## config.mk

```make
export PLATFORM = sky130hd
export DESIGN_NAME = mux8_rr_arbiter
export DESIGN_NICKNAME = d
export VERILOG_FILES = /design/src/rtl/mux8_rr_arbiter_pkg.sv /design/src/rtl/mux8_rr_arbiter_rr_priority_pick.sv /design/src/rtl/mux8_rr_arbiter.sv
export SDC_FILE = /design/constraint.sdc
export NUM_CORES = 1
export LEC_CHECK = 0
export ABC_AREA = 1
export ABC_CLOCK_PERIOD_IN_PS = 2300
export BUFFER_PORTS_ARGS = -buffer_cell sky130_fd_sc_hd__buf_2
export CORE_MARGIN = 4
export CORE_UTILIZATION = 30
export CTS_BUF_LIST = sky130_fd_sc_hd__clkbuf_8
export DETAILED_ROUTE_END_ITERATION = 10
export SLEW_MARGIN = 15
export SYNTH_ARGS = -nofsm -noshare
export SYNTH_HDL_FRONTEND = slang
export SYNTH_HIERARCHICAL = 1
export SYNTH_SLANG_ARGS = --single-unit
```

## constraint.sdc

```tcl
create_clock -name clock -period 2.3 [get_ports clock]
set_input_delay 0.46 -clock clock [delete_from_list [all_inputs] [get_ports clock]]
set_output_delay 0.46 -clock clock [all_outputs]
set_load 0.05 [all_outputs]
```

## src/rtl/mux8_rr_arbiter_pkg.sv

```systemverilog
// Shared constants for the mux8 round-robin arbiter: requester count and FSM encoding.
package mux8_rr_arbiter_pkg;

    localparam int N_REQ = 8;
    localparam int IDX_W = $clog2(N_REQ);

    localparam logic [1:0] ST_IDLE  = 2'b00;
    localparam logic [1:0] ST_GRANT = 2'b01;
    localparam logic [1:0] ST_GAP   = 2'b10;

    function automatic logic [N_REQ-1:0] oneHot(input logic [IDX_W-1:0] idx);
        return N_REQ'(1) << idx;
    endfunction

endpackage

```

## src/rtl/mux8_rr_arbiter_rr_priority_pick.sv

```systemverilog
// Rotating priority encoder: first set request bit at or after ptr, wrapping past the top.
module rr_priority_pick
    import mux8_rr_arbiter_pkg::*;
(
    input  logic [N_REQ-1:0] request,
    input  logic [IDX_W-1:0] ptr,
    output logic [IDX_W-1:0] index,
    output logic             found
);

    logic [IDX_W-1:0] cand;

    // Scan from the farthest offset down so the nearest requester to ptr overwrites last.
    always_comb begin
        index = '0;
        found = 1'b0;
        cand  = '0;
        for (int off = N_REQ - 1; off >= 0; off--) begin
            cand = ptr + IDX_W'(off);
            if (request[cand]) begin
                index = cand;
                found = 1'b1;
            end
        end
    end

endmodule

```

## src/rtl/mux8_rr_arbiter.sv

```systemverilog
// Round-robin arbiter that owns the select/enable lines of the shared 8:1 mux.
module mux8_rr_arbiter
    import mux8_rr_arbiter_pkg::*;
#(
    parameter int MAX_HOLD = 15
) (
    input  logic             clock,
    input  logic             reset,
    input  logic [N_REQ-1:0] request,
    input  logic             done,
    output logic [IDX_W-1:0] select,
    output logic             enable,
    output logic [N_REQ-1:0] grant,
    output logic             busy
);

    localparam int               CNT_W     = $clog2(MAX_HOLD + 1);
    localparam logic [CNT_W-1:0] HOLD_LAST = CNT_W'(MAX_HOLD - 1);

    logic [1:0]       state_q, state_d;
    logic [IDX_W-1:0] select_q, select_d;
    logic             enable_q, enable_d;
    logic [N_REQ-1:0] grant_q, grant_d;
    logic [IDX_W-1:0] ptr_q, ptr_d;
    logic [CNT_W-1:0] cnt_q, cnt_d;

    logic [IDX_W-1:0] pickIndex;
    logic             pickFound;
    logic             releaseNow;

    rr_priority_pick u_pick (
        .request (request),
        .ptr     (ptr_q),
        .index   (pickIndex),
        .found   (pickFound)
    );

    assign releaseNow = done || !request[select_q] || (cnt_q == HOLD_LAST);

    always_comb begin
        state_d  = state_q;
        select_d = select_q;
        enable_d = enable_q;
        grant_d  = grant_q;
        ptr_d    = ptr_q;
        cnt_d    = cnt_q;
        case (state_q)
            ST_IDLE: begin
                if (pickFound) begin
                    state_d  = ST_GRANT;
                    select_d = pickIndex;
                    grant_d  = oneHot(pickIndex);
                    enable_d = 1'b1;
                    cnt_d    = '0;
                end
            end
            ST_GRANT: begin
                cnt_d = cnt_q + CNT_W'(1);
                if (releaseNow) begin
                    // select stays put so the mux input doesn't move under the falling enable
                    state_d  = ST_GAP;
                    ptr_d    = select_q + IDX_W'(1);
                    enable_d = 1'b0;
                    grant_d  = '0;
                    cnt_d    = '0;
                end
            end
            ST_GAP: begin
                state_d = ST_IDLE;
            end
            default: begin
                state_d  = ST_IDLE;
                enable_d = 1'b0;
                grant_d  = '0;
                cnt_d    = '0;
            end
        endcase
    end

    always_ff @(posedge clock or posedge reset) begin
        if (reset) begin
            state_q  <= ST_IDLE;
            select_q <= '0;
            enable_q <= 1'b0;
            grant_q  <= '0;
            ptr_q    <= '0;
            cnt_q    <= '0;
        end else begin
            state_q  <= state_d;
            select_q <= select_d;
            enable_q <= enable_d;
            grant_q  <= grant_d;
            ptr_q    <= ptr_d;
            cnt_q    <= cnt_d;
        end
    end

    assign select = select_q;
    assign enable = enable_q;
    assign grant  = grant_q;
    assign busy   = (state_q != ST_IDLE);

endmodule

```

==> impl_results.md <==
* Largest net degree at the start of global routing at 22
* Initial DRC Count at 89
* Status: complete, no violations
* Fill count at 593
* Area of the core at 5610 µm²
* Share of cells above drive strength 1 at 0.491
* Hold Vio Cnt, Final at 0
* Ys Warns at 6
* R2R cell count at 14
* Commonest non-fill, non-tap cell in the layout: nand2_1
* Routed WL at 4960 µm
* CP startpoint kind: register
* Drt first pass iters at 4
* Worst Path Max Fanout at 5
* Sink Count at 21
* Syn Inst Count at 242
* Die height at 84.9 µm
* Cell Area, Synth at 1770 µm²
* Final Max Slew Viols at 0
* Slowest stage delay, CP at 0.45 ns
* Met3 Usage GRT at 0.0252
* Min-Delay Path Class: in -> async
* Post-Syn Nets at 258
* Worst reg-to-reg setup slack at 0.1 ns
* H-tree levels at 1
* GP Congestion at 0.889
* Row count at 27
* Max-cap violations at 0
* Diodes inserted at 0
* Storage element area at 528 µm²
* WHS at 0.344 ns
* Num ports at 24
* Met1 demand-to-capacity share in global routing at 0.189
* Hold Buf Count CTS at 0
* Hpwl dp at 3510 µm
* Synth Register Bits at 21
* Post-route cell area at 2480 µm²
* Slowest cell on the critical path: dfrtp_2
* WL per Instance at 14.0 µm
* Starting Density at 0.316
* Total track usage at 0.131
* Area Overhead vs Synth at 39.7%
* Met2 Resource Use GR at 0.203
* Initial antenna violation count at 0
* RSZ-0062 raised after global routing: yes
* Critical Path Most Common Cell: buf_4
* Worst r2r dst: select[2]
* Die W at 84.9 µm
* Worst EP arrival at 2.34 ns
* Gr busiest metal: met2
* Number of global-route vias before repair at 1,667
* Setup TNS at 0 ns
* Reg2reg start: ptr_q[0]
* Netlist cell types at 32
* Final critical-path share of the clock period at 0.957
* Clk_skew at 0.00113 ns
* WP data required at 2.44 ns
* Syn avg cell area at 7.33 µm²
* Die Area at 7210 µm²
* Footprint of the multi-input gates at 1430 µm²
* Worst relative slew slack at 0.457
* Tmin final at 2.20 ns
* Grt ovf at 0
* First-pass GRT wire length at 7820 µm
* Crit-path cells: buf_6, buf_4, nand2_2, nand3_2, nand3_1, nand2_2, nor4_4, nand4_1, inv_2, buf_4, nor2_4, buf_4, nand2_1, o21ai_0
* Via count at 1,779
* Fmax at 454 MHz
* Endpoint class of the critical path: register
* Antenna Nets Post-Route at 0
* Critical path class: reg -> reg
* Commonest cells after routing, fill and taps aside: 59 x nand2_1, 23 x buf_2, 22 x nand2_2
* Clk Latency, worst-skew pair at 0.26 ns
* Clock Path Buffers at 2
* Worst-margin pin slew at 0.813 ns
* Port buffer count at 23
* Post-route DRC at 0
* Placed cell area at 2010 µm²
* Avg Vias per Cell at 5.04
* # setup viols final at 0
* Sequential fraction of the synthesis area at 0.296
* Num CTS Buffers at 3
* Clk slew on worst S/H paths at 0.07 ns
* Root Driver: clkbuf_8
* Final #Nets at 298
* TritonCTS clock tree: done
[worst max-delay path, delay by kind of cell (launching register included)]
family / cells / cell delay [ns]
AOI/OAI and AO/OA: 1 / 0.08
buffers and inverters: 5 / 0.68
DFF: 1 / 0.45
and+or+nand+nor: 8 / 0.88
[worst max path at each step]
stage | start | end | slack (ns) | cells past startpoint
detailed placement | ptr_q[0] | grant[3] | -0.09 | 14
floorplan | ptr_q[1] | grant[6] | 0.03 | 17
global route | ptr_q[0] | grant[6] | -0.08 | 17
finish | ptr_q[0] | select[2] | 0.1 | 14
CTS | ptr_q[0] | grant[3] | 0.003 | 14
global placement | ptr_q[0] | grant[3] | -0.06 | 14
[stage by stage]
stage	worst slack, ns	util	cells
floorplan	0.0338	-	242
global placement	-0.0632	0.358	342
detailed placement	-0.0892	0.358	342
CTS	0.00336	0.374	348
global route	-0.0766	0.442	353
finish	0.0989	0.442	353
[routing by layer]
layer | wire length, µm | vias up
li1 | - | 871
met4 | 92 | 0
met3 | 250 | 13
met2 | 2390 | 47
met1 | 2220 | 848
met5 | 0 | -
[cell usage after synthesis]
master    n  share of area
nand2_1  74           0.16
nand3_1  33          0.093
dfrtp_1  21           0.30
inv_1    19          0.040
nand2_2  14          0.049
nand3_2  14          0.079
a21oi_1  10          0.028
inv_2     8          0.017
nand4_1   6          0.021
ha_1      5          0.035
nor2_1    5          0.011
nand2_4   4          0.025
o21ai_0   4          0.011
buf_6     3          0.019
o21ai_1   3         0.0085
nor2_2    2         0.0071
xor2_1    2         0.0099
a21oi_2   1         0.0049
a31oi_1   1         0.0035
and2_4    1         0.0049
buf_2     1         0.0028
buf_4     1         0.0042
inv_4     1         0.0035
inv_8     1         0.0063
mux2i_1   1         0.0056
nand4_4   1          0.012
nor2_4    1         0.0063
nor4_1    1         0.0035
o21ai_2   1         0.0049
o21ai_4   1         0.0092
xnor2_1   1         0.0049
xnor2_4   1          0.016
[state kept, by name (all words and copies together) (netlist names)]
| name | cells |
|---|---|
| select | 3 |
| cnt_q | 4 |
| enable | 1 |
| ptr_q | 3 |
| grant | 8 |
| state_q | 2 |
[cell families after synthesis]
group | after synthesis | synth area share
flops | 21 | 0.296
buf+inv | 34 | 0.0931
simple gates | 156 | 0.469
compound gates | 21 | 0.0705
fa+ha+maj | 5 | 0.0353
mux | 1 | 0.00564
xor+xnor | 4 | 0.0303
[repair_timing]
action | in CTS | in global routing
setup buffers | 3 | 5
resized for setup | 8 | 70
pin swaps | 5 | 27
endpoints found under the setup margin | 14 | 17
[cell type report]
cell class	count	share of cell area
well taps	72	0.0363
clock inverters	1	0.00151
inverters	29	0.0510
repair buffers	40	0.106
clock buffers	3	0.0167
flip-flops and latches	21	0.213
multi-input cells	187	0.575
Power is left out: the tool's default activity adds up to more than one toggle a clock period on the data nets, which glitch-free logic cannot reach.
